File: src/rtl/dmem_bus_arbiter.sv
// Round-robin, non-preemptive arbiter for the MiniRISC data-memory bus.
// Optional CPU priority, one-cycle turnaround gap between owners, and an overlong-hold watchdog.
module dmem_bus_arbiter #(
    parameter int unsigned  NUM_MASTERS  = 4,
    parameter int unsigned  CPU_PRIORITY = 1,
    parameter int unsigned  MAX_HOLD     = 32,
    localparam int unsigned OWNER_W      = $clog2(NUM_MASTERS)
) (
    input  logic                   clk,
    input  logic                   rst,
    input  logic [NUM_MASTERS-1:0] bus_req,
    output logic [NUM_MASTERS-1:0] bus_grant,
    output logic [OWNER_W-1:0]     bus_owner,
    output logic                   bus_busy,
    output logic                   hold_timeout,
    input  logic                   timeout_clr
);

    localparam int unsigned RR_LO  = (CPU_PRIORITY != 0) ? 1 : 0;
    localparam int unsigned RR_NUM = NUM_MASTERS - RR_LO;
    localparam int unsigned HOLD_W = $clog2(MAX_HOLD + 1);

    localparam logic [HOLD_W-1:0]  HOLD_MAX  = HOLD_W'(MAX_HOLD);
    localparam logic [HOLD_W-1:0]  HOLD_LAST = HOLD_W'(MAX_HOLD - 1);
    localparam logic [OWNER_W-1:0] RR_FIRST  = OWNER_W'(RR_LO);
    localparam logic [OWNER_W:0]   NUM_EXT   = (OWNER_W + 1)'(NUM_MASTERS);
    localparam logic [OWNER_W:0]   RR_EXT    = (OWNER_W + 1)'(RR_NUM);

    typedef enum logic [1:0] {
        IDLE,
        GRANTED,
        GAP
    } state_t;

    state_t                   state_q, state_d;
    logic [NUM_MASTERS-1:0]   grant_d;
    logic [OWNER_W-1:0]       owner_d;
    logic [OWNER_W-1:0]       rr_q, rr_d;
    logic [HOLD_W-1:0]        hold_q, hold_d;
    logic                     timeout_d;

    logic                     win_valid;
    logic [OWNER_W-1:0]       win_idx;
    logic [OWNER_W-1:0]       win_next;
    logic [OWNER_W:0]         scan;
    logic [OWNER_W:0]         next_ext;

    // Winner: CPU first when prioritised, else first requester at or above rr_q, wrapping in the set.
    always_comb begin
        win_valid = 1'b0;
        win_idx   = '0;
        scan      = '0;
        if (CPU_PRIORITY != 0 && bus_req[0]) begin
            win_valid = 1'b1;
        end else begin
            for (int unsigned i = 0; i < RR_NUM; i++) begin
                scan = {1'b0, rr_q} + (OWNER_W + 1)'(i);
                if (scan >= NUM_EXT) begin
                    scan = scan - RR_EXT;
                end
                if (!win_valid && bus_req[scan[OWNER_W-1:0]]) begin
                    win_valid = 1'b1;
                    win_idx   = scan[OWNER_W-1:0];
                end
            end
        end
    end

    always_comb begin
        next_ext = {1'b0, win_idx} + 1'b1;
        if (next_ext >= NUM_EXT) begin
            win_next = RR_FIRST;
        end else begin
            win_next = next_ext[OWNER_W-1:0];
        end
    end

    always_comb begin
        state_d   = state_q;
        grant_d   = bus_grant;
        owner_d   = bus_owner;
        rr_d      = rr_q;
        hold_d    = hold_q;
        timeout_d = hold_timeout & ~timeout_clr;

        unique case (state_q)
            IDLE: begin
                if (win_valid) begin
                    grant_d          = '0;
                    grant_d[win_idx] = 1'b1;
                    owner_d          = win_idx;
                    hold_d           = HOLD_W'(1);
                    state_d          = GRANTED;
                    if (!(CPU_PRIORITY != 0 && win_idx == '0)) begin
                        rr_d = win_next;
                    end
                end
            end
            GRANTED: begin
                if (bus_req[bus_owner]) begin
                    // hold_q counts owner cycles including the current one; set wins over clear.
                    if (hold_q != HOLD_MAX) begin
                        hold_d = hold_q + 1'b1;
                    end
                    if (hold_q == HOLD_LAST) begin
                        timeout_d = 1'b1;
                    end
                end else begin
                    grant_d = '0;
                    owner_d = '0;
                    hold_d  = '0;
                    state_d = GAP;
                end
            end
            GAP: begin
                state_d = IDLE;
            end
            default: begin
                state_d = IDLE;
            end
        endcase
    end

    always_ff @(posedge clk) begin
        if (rst) begin
            state_q      <= IDLE;
            bus_grant    <= '0;
            bus_owner    <= '0;
            bus_busy     <= 1'b0;
            hold_timeout <= 1'b0;
            rr_q         <= RR_FIRST;
            hold_q       <= '0;
        end else begin
            state_q      <= state_d;
            bus_grant    <= grant_d;
            bus_owner    <= owner_d;
            bus_busy     <= |grant_d;
            hold_timeout <= timeout_d;
            rr_q         <= rr_d;
            hold_q       <= hold_d;
        end
    end

endmodule

File: config.mk
export PLATFORM = sky130hd
export DESIGN_NAME = dmem_bus_arbiter
export DESIGN_NICKNAME = d
export VERILOG_FILES = /design/src/rtl/dmem_bus_arbiter.sv
export SDC_FILE = /design/constraint.sdc
export NUM_CORES = 1
export LEC_CHECK = 0
export CORE_MARGIN = 10
export CORE_UTILIZATION = 50
export CTS_CLUSTER_DIAMETER = 200
export DETAILED_ROUTE_END_ITERATION = 8
export PLACE_DENSITY = 0.84
export SYNTH_ARGS = -nofsm -noshare
export SYNTH_HDL_FRONTEND = slang
export SYNTH_SLANG_ARGS = --single-unit
File: constraint.sdc
create_clock -name clk -period 3 [get_ports clk]
set_input_delay 0.45 -clock clk [delete_from_list [all_inputs] [get_ports clk]]
set_output_delay 0.45 -clock clk [all_outputs]
set_load 0.01 [all_outputs]
==> flow_metrics.env, run 1 <==
export IMPL_synth_top_area_cell="dfxtp_1"
export IMPL_synth_seq_cells=18
export IMPL_post_route_period_util_pct=94.19
export IMPL_die_width_um=68.09
export IMPL_skew_ns=0.007380
export IMPL_cts_htree_levels=1
export IMPL_holdPathEnd="hold_q[1]"
export IMPL_min_path_type="flip-flop to flip-flop"
export IMPL_synth_flop_cell="dfxtp_1"
export IMPL_p_switching_mw=0.3864
export IMPL_placed_cell_area_mm2=0.001350
export IMPL_rows=17
export IMPL_reg2reg_slack_ns=0.17
export IMPL_syn_cell_area_mm2=0.001156
export IMPL_initial_utilization_pct=52.26
export IMPL_ctsHoldBuffers=0
export IMPL_finalHoldViolations=0
export IMPL_clk_pin_slew_ns=0.11
export IMPL_required_ns=3.16
export IMPL_max_freq_mhz=353.9
export IMPL_maxCapViolCount=0
export IMPL_ys_types=40
export IMPL_switching_share_pct=38.72
export IMPL_die_h_um=68.09
export IMPL_wirelength_um=2719
export IMPL_stdcell_area_mm2=0.001395
export IMPL_worstSetupPathType="flip-flop to flip-flop"
export IMPL_tightest_slew_ns=0.5990
export IMPL_cts_buffers=3
export IMPL_dp_slack_ns=-0.002380
export IMPL_vias_per_cell=5.828
export IMPL_path_max_fanout=7
export IMPL_syn_nets=147
export IMPL_grt_pass1_wl_um=4574
export IMPL_arrival_ns=2.98
export IMPL_fill_cells=210
export IMPL_slowest_delay_ns=0.40
export IMPL_grtUsageTotal_pct=12.42
export IMPL_slowest_stage="ha_1"
export IMPL_worstSetupEndpointType="flip-flop"
export IMPL_gr_total_overflow=0
export IMPL_ys_seq_area_share_pct=31.17
export IMPL_placedCellCount=176
export IMPL_avgSynthCellArea_um2=8.758
export IMPL_ioPinCount=15
export IMPL_ant_nets=0
export IMPL_instances_no_fill=180
export IMPL_drtPass1Iterations=5
export IMPL_first_iter_violations=23
export IMPL_vdd_ir_drop_max_v=0.0005089
export IMPL_cts_sinks=18
export IMPL_root_buffer="clkbuf_4"
export IMPL_drive_gt1_share_pct=14.47
export IMPL_combPwrFrac_pct=53.0
export IMPL_netlist_top_cells_area="dfxtp_1 31%, ha_1 8.7%, mux4_2 5.8%"
export IMPL_first_global_vias=1025
export IMPL_finalCriticalPeriod_ns=2.826
export IMPL_min_delay_path_depth=2
export IMPL_rr_worst_depth=10
export IMPL_post_cts_buffers=0
export IMPL_place_gp_congestion=0.8400
export IMPL_min_delay_start="hold_q[1]"
export IMPL_status="completed"
export IMPL_die_area_mm2=0.004636
export IMPL_relSlewSlack_pct=59.94
export IMPL_netlist_area_leader_share_pct=31.17
export IMPL_wl_per_cell_um=15.11
export IMPL_p_leak_nw=0.5580
export IMPL_setup_viol=0
export IMPL_crit_chain="inv_1, ha_1, mux4_2, or3b_1, a31oi_1, or3_1, inv_1, ha_1, o41ai_2, a21oi_1"
export IMPL_p_clk_share_pct=15.0
export IMPL_drc_errors=0
export IMPL_worstSetupStartpointType="flip-flop"
export IMPL_cts_tree="done"
export IMPL_fin_ws_ns=0.1742
export IMPL_synth_edf_count=0
export IMPL_rsz0062_at_grt="no"
export IMPL_clk_latency_ns=0.29
export IMPL_r2r_start="rr_q[0]"
export IMPL_postSynthCellCount=132
export IMPL_clockBufferDepth=2
export IMPL_coreArea_mm2=0.002212
export IMPL_portBuffers=14
export IMPL_powerDensity_mw_per_mm2=715.2
export IMPL_antenna_found_initial=0
export IMPL_drv_slew=0
export IMPL_internal_power_mw=0.6114
export IMPL_final_nets=168
export IMPL_area_growth_synth_to_final_pct=20.67
export IMPL_reg2reg_to="bus_busy"
export IMPL_antenna_cells=0
export IMPL_grt_start_max_net_pins=18
export IMPL_cts_resized=0
export IMPL_async_reset_ff_share_pct=0
export IMPL_vias=1049
export IMPL_synth_warning_count=0
export IMPL_dp_hpwl_um=2071
export IMPL_p_seq_share_pct=32.0
==> layout by cell type, fill, tap and decap left out, types with 4 or more instances in the layout <==
cell	count
a21oi_1	10
buf_4	9
clkdlybuf4s50_1	14
dfxtp_1	17
ha_1	8
inv_1	9
mux2i_1	5
nand2_1	11
nand3_1	6
nor2_1	11
o21ai_1	4
==> power by group through the flow <==
stage,sequential [mW],clock [mW],combinational [mW]
floorplan,0.325,0,0.360
global placement,0.321,0,0.494
detailed placement,0.322,0,0.513
CTS,0.318,0.152,0.516
global route,0.325,0.164,0.582
finish,0.319,0.149,0.529
==> metal layers <==
metal  wire length (µm)  share of wire [%]  track usage, %  vias up
met3                233                8.6           5.710        4
li1                   -                  -               -      511
met4                 29                1.1           3.266        0
met2               1408                 52           21.28       37
met5                  0                  0               0        -
met1               1048                 39           13.57      497
==> sequential cells by signal, indices dropped and copies added (netlist names) <==
signal	flops
hold_q	6
bus_owner	2
rr_q	2
state_q	2
bus_busy	1
hold_timeout	1
bus_grant	4
==> cell usage after synthesis, types with 2 or more instances <==
cell / number
nand3_1: 6
clkbuf_1: 3
nand2b_1: 2
nand2_1: 11
inv_1: 9
nor2b_1: 3
a31oi_1: 2
nor4b_1: 2
mux2i_1: 5
mux4_2: 3
o21a_1: 2
nor2_1: 11
o31ai_1: 2
xor2_1: 2
buf_6: 3
a21oi_1: 10
nor3_1: 3
dfxtp_1: 18
ha_1: 8
o21ai_1: 4
nand3b_1: 2
or3_1: 3
==> worst max-delay path: cells and delay by family, from the launching register on <==
kind / cells / cell delay, ns
DFF: 1 / 0.39
AOI/OAI and AO/OA: 3 / 0.62
muxes: 1 / 0.38
adders and majority gates: 2 / 0.62
buffers and inverters: 2 / 0.14
and+or+nand+nor: 2 / 0.53
==> final cells by class <==
class / instances / area (µm²) / area share, %
Multi-Input combinational cell: 97 / 716.9 / 51.39
Sequential cell: 18 / 361.6 / 25.92
Timing Repair Buffer: 23 / 207.7 / 14.89
Inverter: 10 / 37.54 / 2.691
Clock buffer: 4 / 36.28 / 2.601
Tap cell: 28 / 35.03 / 2.511
==> metrics by stage <==
stage | total power [mW] | util, % | hold WS, ns | setup TNS (ns)
after CTS | 0.9862 | 62.67 | 0.4924 | 0
final | 0.9977 | 63.07 | 0.4890 | 0
after global routing | 1.070 | 63.07 | 0.5162 | 0
after detailed placement | 0.8351 | 61.03 | 0.4763 | -0.002380
after global placement | 0.8145 | 61.03 | 0.4605 | 0
after floorplan | 0.6853 | - | 0.4486 | 0
==> worst max-delay path by stage <==
| stage | start | to | depth (start not counted) |
|---|---|---|---|
| final | rr_q[0] | bus_busy | 10 |
| after floorplan | rr_q[0] | bus_busy | 10 |
| after detailed placement | bus_req[0] | bus_busy | 10 |
| after global routing | rr_q[1] | bus_busy | 10 |
| after CTS | rr_q[0] | bus_busy | 10 |
| after global placement | bus_req[3] | bus_busy | 9 |
==> kinds of logic (layout without fill, tap and decap cells) <==
| kind of cell | after synthesis | after routing | synth area share (%) |
|---|---|---|---|
| AND/OR/NAND/NOR | 50 | 50 | 22.73 |
| AO/OA/AOI/OAI | 29 | 29 | 18.29 |
| flip-flops | 18 | 18 | 31.17 |
| buffers and inverters | 17 | 37 | 7.466 |
| adder cells (fa/ha/maj) | 8 | 8 | 8.658 |
| multiplexers | 8 | 8 | 10.17 |
| XOR/XNOR | 2 | 2 | 1.515 |
Power figures use the tool's default switching activity.
==> run 2, diff against run 1 <==
--- a/config.mk
+++ b/config.mk
@@ -5,7 +5,6 @@
 export SDC_FILE = /design/constraint.sdc
 export NUM_CORES = 1
 export LEC_CHECK = 0
-export CORE_MARGIN = 10
 export CORE_UTILIZATION = 50
 export CTS_CLUSTER_DIAMETER = 200
 export DETAILED_ROUTE_END_ITERATION = 8
==> run 2 against run 1 <==
Net effect: final area increased by 0.36%; count of clock-buffer cells in the layout is the same; non-clock buffer count did not move; clock power up 7%; via count grew 0.57%; largest cell class unchanged; largest power group unchanged.
==> flow_metrics.env, run 2 (same netlist as run 1, synthesis figures left out) <==
export IMPL_status="completed"
export IMPL_initial_utilization_pct=52.77
export IMPL_first_global_vias=1017
export IMPL_worst_path_most_repeated_cell="inv_1"
export IMPL_cts_sinks=18
export IMPL_die_width_um=50.09
export IMPL_ioPinCount=15
export IMPL_top_regs="hold_q: 6 flops, bus_grant: 4 flops"
export IMPL_crit_family="compound AO/OA/AOI/OAI gates"
export IMPL_min_path_type="flip-flop to flip-flop"
export IMPL_placedCellCount=176
export IMPL_final_nets=168
export IMPL_final_common_cell="dfxtp_1"
export IMPL_largest_reg_flops=6
export IMPL_path_max_fanout=5
export IMPL_p_leak_nw=0.5539
export IMPL_dp_hpwl_um=2076
export IMPL_worstSetupPathType="flip-flop to flip-flop"
export IMPL_stdcell_area_mm2=0.001400
export IMPL_cts_buffers=3
export IMPL_final_util_pct=63.91
export IMPL_die_area_mm2=0.002509
export IMPL_reg2reg_to="bus_busy"
export IMPL_finalCriticalPeriod_ns=2.867
export IMPL_finalSetupTns_ns=0
export IMPL_setup_viol=0
export IMPL_powerDensity_mw_per_mm2=731.1
export IMPL_rr_worst_depth=10
export IMPL_post_route_period_util_pct=95.57
export IMPL_required_ns=3.19
export IMPL_vias_per_cell=5.861
export IMPL_root_buffer="clkbuf_4"
export IMPL_cp_depth=10
export IMPL_min_delay_path_depth=2
export IMPL_die_h_um=50.09
export IMPL_gr_total_overflow=0
export IMPL_portBuffers=14
export IMPL_drv_slew=0
export IMPL_clk_latency_ns=0.32
export IMPL_antenna_found_initial=0
export IMPL_regMostFlops="hold_q"
export IMPL_drive_gt1_share_pct=15.79
export IMPL_skew_ns=0.01285
export IMPL_startpoint="rr_q[1]"
export IMPL_maxCapViolCount=0
export IMPL_dp_slack_ns=-0.07710
export IMPL_ant_nets=0
export IMPL_arrival_ns=3.06
export IMPL_wl_per_cell_um=15.91
export IMPL_vdd_ir_drop_max_v=0.0004920
export IMPL_drtPass1Iterations=4
export IMPL_instances_no_fill=180
export IMPL_slowest_delay_ns=0.56
export IMPL_worstSetupStartpointType="flip-flop"
export IMPL_max_freq_mhz=348.8
export IMPL_finalHoldViolations=0
export IMPL_clockBufferDepth=2
export IMPL_tightest_slew_ns=0.6246
export IMPL_place_gp_congestion=0.8256
export IMPL_cp_num_buf_inv=2
export IMPL_wirelength_um=2863
export IMPL_clk_pin_slew_ns=0.12
export IMPL_placed_cell_area_mm2=0.001350
export IMPL_rows=17
export IMPL_coreArea_mm2=0.002191
export IMPL_grtUsageTotal_pct=24.82
export IMPL_grt_start_max_net_pins=18
export IMPL_antenna_cells=0
export IMPL_worstSetupEndpointType="flip-flop"
export IMPL_fill_cells=186
export IMPL_slowest_stage="mux4_2"
export IMPL_crit_chain="inv_1, ha_2, mux4_2, or3b_1, a31oi_1, or3_1, inv_1, ha_1, o41ai_2, a21oi_1"
export IMPL_first_iter_violations=50
export IMPL_min_delay_start="hold_q[1]"
export IMPL_ctsHoldBuffers=0
export IMPL_vias=1055
export IMPL_r2r_start="rr_q[1]"
export IMPL_area_growth_synth_to_final_pct=21.10
export IMPL_cts_htree_levels=1
export IMPL_fin_ws_ns=0.1328
export IMPL_holdPathEnd="hold_q[1]"
export IMPL_relSlewSlack_pct=58.23
export IMPL_drc_errors=0
export IMPL_whs_ns=0.4931
export IMPL_fin_total_pwr_mw=1.024
export IMPL_cts_tree="done"
export IMPL_final_cell_mix="17 x dfxtp_1, 14 x clkdlybuf4s50_1, 11 x nor2_1, 11 x nand2_1, 10 x a21oi_1"
export IMPL_grt_pass1_wl_um=4595
export IMPL_reg2reg_slack_ns=0.13
-- run 2: cell types whose count changed in the layout (fill, tap and decap cells not counted) --
cell / previous run / this run
ha_2: 0 / 2
ha_1: 8 / 6
-- run 2: worst reg2reg max path, cell delays in order (launching register included) --
cell and delay, ns:
dfxtp_1 0.37, inv_1 0.12, ha_2 0.22, mux4_2 0.56, or3b_1 0.38, a31oi_1 0.15, or3_1 0.17, inv_1 0.08
ha_1 0.22, o41ai_2 0.37, a21oi_1 0.11
-- run 2: where the power goes --
| group | leakage [nW] | internal (mW) | switching, mW |
|---|---|---|---|
| registers | 0.147 | 0.281 | 0.0392 |
| clock network | 0.0210 | 0.0743 | 0.0859 |
| logic | 0.386 | 0.256 | 0.287 |
| total | 0.554 | 0.611 | 0.412 |
-- run 2: layout make-up --
| type | count | area [µm²] | share of cell area [%] |
|---|---|---|---|
| Clock buffer | 4 | 36.28 | 2.592 |
| Inverter | 10 | 37.54 | 2.681 |
| Multi-Input combinational cell | 97 | 721.9 | 51.56 |
| Sequential cell | 18 | 361.6 | 25.83 |
| Tap cell | 28 | 35.03 | 2.502 |
| Timing Repair Buffer | 23 | 207.7 | 14.83 |
-- run 2: how the worst max path moves through the flow --
| stage | to |
|---|---|
| 3_5_place_dp | bus_busy |
| 4_1_cts | bus_busy |
| 6_report | bus_busy |
| 5_1_grt | bus_busy |
| 3_3_place_gp | bus_busy |
| 2_1_floorplan | bus_busy |
-- run 2: what timing repair did --
item,in CTS,in global routing
resized for setup,0,4
setup endpoints to repair,0,1
buffers inserted,0,0
-- run 2: layer usage --
layer	up-vias	share of wire, %	track usage (%)
met5	-	0	0
met4	0	3.7	11.43
met3	13	5.5	5.247
met2	41	50	43.11
met1	490	41	28.54
li1	511	-	-
==> run 3, diff against run 2 <==
--- a/config.mk
+++ b/config.mk
@@ -5,6 +5,7 @@
 export SDC_FILE = /design/constraint.sdc
 export NUM_CORES = 1
 export LEC_CHECK = 0
+export CORE_MARGIN = 2
 export CORE_UTILIZATION = 50
 export CTS_CLUSTER_DIAMETER = 200
 export DETAILED_ROUTE_END_ITERATION = 8
==> run 3 against run 2 <==
Net effect: non-clock buffer count unchanged; highest routed layer unchanged; total power fell by 2.8%; setup slack better by 0.015 ns; hold slack worse by 0.0019 ns; critical endpoint unchanged; largest power group unchanged; count of clock-buffer cells in the layout stayed put; critical path depth is the same; register-to-register slack improved by 0.02 ns; combinational power is 3% lower; final area down 0.18%; fmax rose by 0.53%; critical path type unchanged; sequential power about the same.
==> flow_metrics.env, run 3 (same netlist as run 1, synthesis figures left out) <==
export IMPL_setup_viol=0
export IMPL_cts_buffers=3
export IMPL_combPwrFrac_pct=52.9
export IMPL_min_delay_path_depth=2
export IMPL_clk_latency_ns=0.29
export IMPL_die_width_um=52.09
export IMPL_post_route_period_util_pct=95.07
export IMPL_wirelength_um=2582
export IMPL_skew_ns=0.001539
export IMPL_p_switching_mw=0.3860
export IMPL_first_iter_violations=20
export IMPL_grtUsageTotal_pct=21.70
export IMPL_drtPass1Iterations=4
export IMPL_finalCriticalPeriod_ns=2.852
export IMPL_coreArea_mm2=0.002191
export IMPL_p_leak_nw=0.5549
export IMPL_switching_share_pct=38.79
export IMPL_reg2reg_to="bus_busy"
export IMPL_first_global_vias=1042
export IMPL_vias=1043
export IMPL_ioPinCount=15
export IMPL_cts_htree_levels=1
export IMPL_final_common_cell="dfxtp_1"
export IMPL_cp_num_buf_inv=2
export IMPL_required_ns=3.16
export IMPL_placed_cell_area_mm2=0.001350
export IMPL_root_buffer="clkbuf_4"
export IMPL_portBuffers=14
export IMPL_drive_gt1_share_pct=15.13
export IMPL_antenna_cells=0
export IMPL_area_growth_synth_to_final_pct=20.89
export IMPL_rr_worst_depth=10
export IMPL_ant_nets=0
export IMPL_vias_per_cell=5.794
export IMPL_antenna_found_initial=0
export IMPL_gr_total_overflow=0
export IMPL_min_delay_start="bus_grant[0]"
export IMPL_whs_ns=0.4912
export IMPL_final_util_pct=63.79
export IMPL_p_seq_share_pct=31.9
export IMPL_cts_tree="done"
export IMPL_wl_per_cell_um=14.34
export IMPL_maxCapViolCount=0
export IMPL_worstSetupStartpointType="flip-flop"
export IMPL_vdd_ir_drop_max_v=0.0004590
export IMPL_fin_total_pwr_mw=0.9950
export IMPL_slowest_delay_ns=0.57
export IMPL_powerDensity_mw_per_mm2=711.9
export IMPL_p_clk_share_pct=15.1
export IMPL_initial_utilization_pct=52.77
export IMPL_r2r_start="rr_q[1]"
export IMPL_clockBufferDepth=2
export IMPL_crit_chain="inv_1, ha_1, mux4_2, or3b_1, a31oi_1, or3_1, inv_1, ha_1, o41ai_2, a21oi_1"
export IMPL_path_max_fanout=5
export IMPL_min_path_type="flip-flop to flip-flop"
export IMPL_fin_ws_ns=0.1479
export IMPL_relSlewSlack_pct=60.83
export IMPL_place_gp_congestion=0.8544
export IMPL_largest_reg_flops=6
export IMPL_worstSetupEndpointType="flip-flop"
export IMPL_status="completed"
export IMPL_crit_family="compound AO/OA/AOI/OAI gates"
export IMPL_ctsHoldBuffers=0
export IMPL_cts_sinks=18
export IMPL_rows=17
export IMPL_arrival_ns=3.01
export IMPL_drc_errors=0
export IMPL_dp_slack_ns=-0.05782
export IMPL_die_h_um=52.09
export IMPL_finalHoldViolations=0
export IMPL_tightest_slew_ns=0.5857
export IMPL_holdPathEnd="bus_grant[0]"
export IMPL_max_freq_mhz=350.6
export IMPL_top_regs="hold_q: 6 flops, bus_grant: 4 flops"
export IMPL_final_cell_mix="17 x dfxtp_1, 14 x clkdlybuf4s50_1, 11 x nor2_1, 11 x nand2_1, 10 x a21oi_1"
export IMPL_slowest_stage="mux4_2"
export IMPL_dp_hpwl_um=2023
export IMPL_internal_power_mw=0.6090
export IMPL_grt_start_max_net_pins=18
export IMPL_regMostFlops="hold_q"
export IMPL_die_area_mm2=0.002713
export IMPL_reg2reg_slack_ns=0.15
export IMPL_final_nets=168
export IMPL_grt_pass1_wl_um=4409
export IMPL_drv_slew=0
export IMPL_clk_pin_slew_ns=0.10
export IMPL_stdcell_area_mm2=0.001398
export IMPL_worstSetupPathType="flip-flop to flip-flop"
[run 3: changes by cell type in the layout (fill, tap and decap cells not counted)]
cell	delta
ha_1	+1
ha_2	-1
[run 3: repair_timing]
action / CTS / global route
buffers inserted: 0 / 0
endpoints found under the hold margin: 0 / 0
setup endpoints to repair: 0 / 1
gates resized for setup: 0 / 3
[run 3: cell type report]
class,instances,area (µm²)
sequential,18,361.6
fill,182,793.3
timing repair buffer,23,207.7
inverter,10,37.54
tap,28,35.03
clock buffer,4,36.28
multi-input combinational,97,719.4
[run 3: worst max-delay path by stage]
stage	start	to	slack (ns)	cells past startpoint
3_5_place_dp	bus_req[0]	bus_busy	-0.06	9
6_report	rr_q[1]	bus_busy	0.15	10
3_3_place_gp	bus_req[0]	bus_busy	0.03	9
2_1_floorplan	rr_q[0]	bus_busy	0.39	10
5_1_grt	rr_q[1]	bus_busy	-0.02	10
4_1_cts	rr_q[0]	bus_busy	0.14	10
[run 3: per-stage QoR]
step           TNS [ns]  std cells
2_1_floorplan         0        132
3_3_place_gp          0        176
3_5_place_dp   -0.05782        176
4_1_cts               0        180
5_1_grt        -0.02069        180
6_report              0        180
[run 3: worst reg2reg max path: stages, from the launching register on]
cell and delay (ns):
dfxtp_1 0.36, inv_1 0.11, ha_1 0.22, mux4_2 0.57, or3b_1 0.36, a31oi_1 0.15
or3_1 0.16, inv_1 0.07, ha_1 0.22, o41ai_2 0.38, a21oi_1 0.12
[run 3: power groups by stage]
stage	combinational, mW	sequential (mW)	clock, mW
global route	0.580	0.325	0.158
finish	0.527	0.318	0.151
CTS	0.509	0.318	0.153
global placement	0.484	0.321	0
detailed placement	0.508	0.322	0
floorplan	0.360	0.325	0
[run 3: metal layers]
metal,global-route usage [%],part of all wire (%),wire (µm),vias up
met5,0,0,0,-
li1,-,-,-,512
met1,25.27,41,1065,491
met2,38.82,52,1342,32
met4,7.895,2.3,60,0
met3,4.310,4.4,113,8
==> variant, RTL diff (flow settings as in run 3) <==
The parameter `CPU_PRIORITY` goes from 1 to 0.
--- a/src/rtl/dmem_bus_arbiter.sv
+++ b/src/rtl/dmem_bus_arbiter.sv
@@ -2,7 +2,7 @@
 // Optional CPU priority, one-cycle turnaround gap between owners, and an overlong-hold watchdog.
 module dmem_bus_arbiter #(
     parameter int unsigned  NUM_MASTERS  = 4,
-    parameter int unsigned  CPU_PRIORITY = 1,
+    parameter int unsigned  CPU_PRIORITY = 0,
     parameter int unsigned  MAX_HOLD     = 32,
     localparam int unsigned OWNER_W      = $clog2(NUM_MASTERS)
 ) (
Behaviour: not the same (Yosys sat finds a counterexample within 10 cycles, from zero or initial values and one cycle with rst high).
==> variant against run 3 <==
Die area decreased by 6.2%; setup slack improved by 0.31 ns; largest cell class unchanged; count of clock-buffer cells in the layout unchanged; clock skew increased by 0.0031 ns; area after synthesis decreased by 6.7%; routed wire length decreased by 11%; register-to-register slack improved by 0.68 ns; final area decreased by 9.7%; sequential cell count unchanged; final cell count decreased by 7.8%; worst hold slack improved by 0.0051 ns.
Power is not compared: it rests on default switching activity, and its combinational part moved more than twofold at a synthesized area within 25%.
==> variant: results (changes against run 3) <==
status: "finished, final reports clean"
first_iter_violations: 31  # +55%
antenna_cells: 0  # unchanged
placed_area_sq_um: 1226  # -9.2%
ys_top_cells_by_area: "dfxtp_1 (33%), ha_1 (7.0%), a21oi_1 (6.0%)"
avgViaCountPerCell: 5.952  # +2.7%
grt_pass1_vias: 855  # -18%
async_flop_share_pct: 0  # unchanged
critPathSlowestCell: "clkdlybuf4s50_1"
synth_ff_type: "dfxtp_1"
top_regs: "hold_q: 6 flops, bus_grant: 4 flops"
crit_fanout: 7  # +2
synth_common_cells: "dfxtp_1 (18), a21oi_1 (13), nor2_1 (10)"
relSlewSlack_pct: 55.30  # -5.5 points
totalWireLength_mm: 2.290  # -11%
yosysSeqAreaShare_pct: 33.41  # +2.2 points
antenna_found_initial: 0  # unchanged
hold_path_depth: 2  # unchanged
holdCritStartpoint: "hold_timeout$_SDFF_PP0_"
clock_latency_ns: 0.30
dp_cells: 162  # -8.0%
fin_skew_ns: 0.004666  # +0.003128 ns
cts.clk_slew.worst_paths_ns: 0.11
drt-pass1-iter-count: 4  # unchanged
holdPathEnd: "hold_timeout$_SDFF_PP0_"
worstHoldPathType: "flip-flop to flip-flop"
fmax_mhz: 393.6  # +12%
rrSetupSlack_ns: 0.83  # +0.68 ns
grt_pass1_wl_mm: 3.870  # -12%
crit_arrival_ns: 2.77  # -0.24 ns
cpPeakStageDelay_ns: 0.58
cts_resized: 0  # unchanged
power.leakage_uw: 0.0004743
clock_path_buffers: 2  # unchanged
yosysWarnings: 0  # unchanged
htreeDepth: 1  # unchanged
finish.net_count: 153  # -8.9%
cts_setup_buffers: 0  # unchanged
globalplace.congestion: 0.8707  # +1.9%
holdBufCountCts: 0  # unchanged
hpwl_mm: 1.670  # -17%
fill_cells: 174  # -4.4%
track_usage_pct: 19.96  # -1.7 points
peakVddDrop_v: 0.0004735
rr_worst_depth: 8  # -2
cts-root-buf: "clkbuf_4"
syn_inst: 126  # -4.5%
io_buffers: 14  # unchanged
numCtsBuffers: 3  # unchanged
reg2reg_from: "rr_q[0]$_SDFFE_PP0P_"
final_layout_size_suffix_gt1_share_pct: 7.914  # -7.2 points
grt_max_degree: 18  # unchanged
fin_cells: 166  # -7.8%
r2r_end: "bus_busy$_SDFF_PP0_"
ys_types: 40  # unchanged
syn_nets: 139  # -5.4%
switchingPower_uw: 208.7
variant: kinds of logic after synthesis:
family / after synthesis / synth area share [%]
DFF: 18 / 33.41
muxes: 6 / 6.729
adders and majority gates: 6 / 6.960
AOI/OAI and AO/OA: 33 / 20.65
buffers and inverters: 13 / 5.220
and+or+nand+nor: 50 / 27.03
variant: critical path: cells and delay by family:
family	cells	cell delay, ns
buf+inv	1	0.58
mux	1	0.14
compound gates	3	0.37
fa+ha+maj	1	0.22
simple gates	3	1.00
variant: power groups by stage:
stage | clock (uW) | sequential (uW) | combinational [uW]
finish | 156 | 297 | 190
global route | 166 | 302 | 211
CTS | 158 | 297 | 190
detailed placement | 0 | 302 | 188
global placement | 0 | 300 | 184
floorplan | 0 | 296 | 123
variant: worst max path at each step:
stage	from	endpoint	slack [ns]
2_1_floorplan	bus_req[3]	bus_busy$_SDFF_PP0_	0.98
3_3_place_gp	bus_req[3]	bus_busy$_SDFF_PP0_	0.26
3_5_place_dp	bus_req[3]	bus_busy$_SDFF_PP0_	0.17
4_1_cts	bus_req[3]	bus_busy$_SDFF_PP0_	0.47
5_1_grt	bus_req[3]	bus_busy$_SDFF_PP0_	0.24
6_report	bus_req[3]	bus_busy$_SDFF_PP0_	0.46
variant: stage by stage:
step           setup WS [ns]  hold slack (ns)  util (%)
6_report              0.4593           0.4963     63.06
5_1_grt               0.2376           0.5250     63.06
4_1_cts               0.4716           0.5020     63.06
3_5_place_dp          0.1715           0.4748     61.25
3_3_place_gp          0.2565           0.4712     61.25
2_1_floorplan         0.9781           0.4550         -
variant: metal layers:
layer | wire [um] | GRT usage [%] | part of all wire (%)
met1 | 1068 | 27.07 | 47
met2 | 1065 | 32.46 | 47
met3 | 128 | 3.869 | 5.6
met4 | 27 | 5.405 | 1.2
met5 | 0 | 0 | 0
variant: area by class of cell:
cell class	count	share of cell area (%)
Clock buffer	4	2.874
Inverter	8	2.379
Multi-Input combinational cell	95	52.43
Sequential cell	18	28.54
Tap cell	27	2.676
Timing Repair Buffer	14	11.10
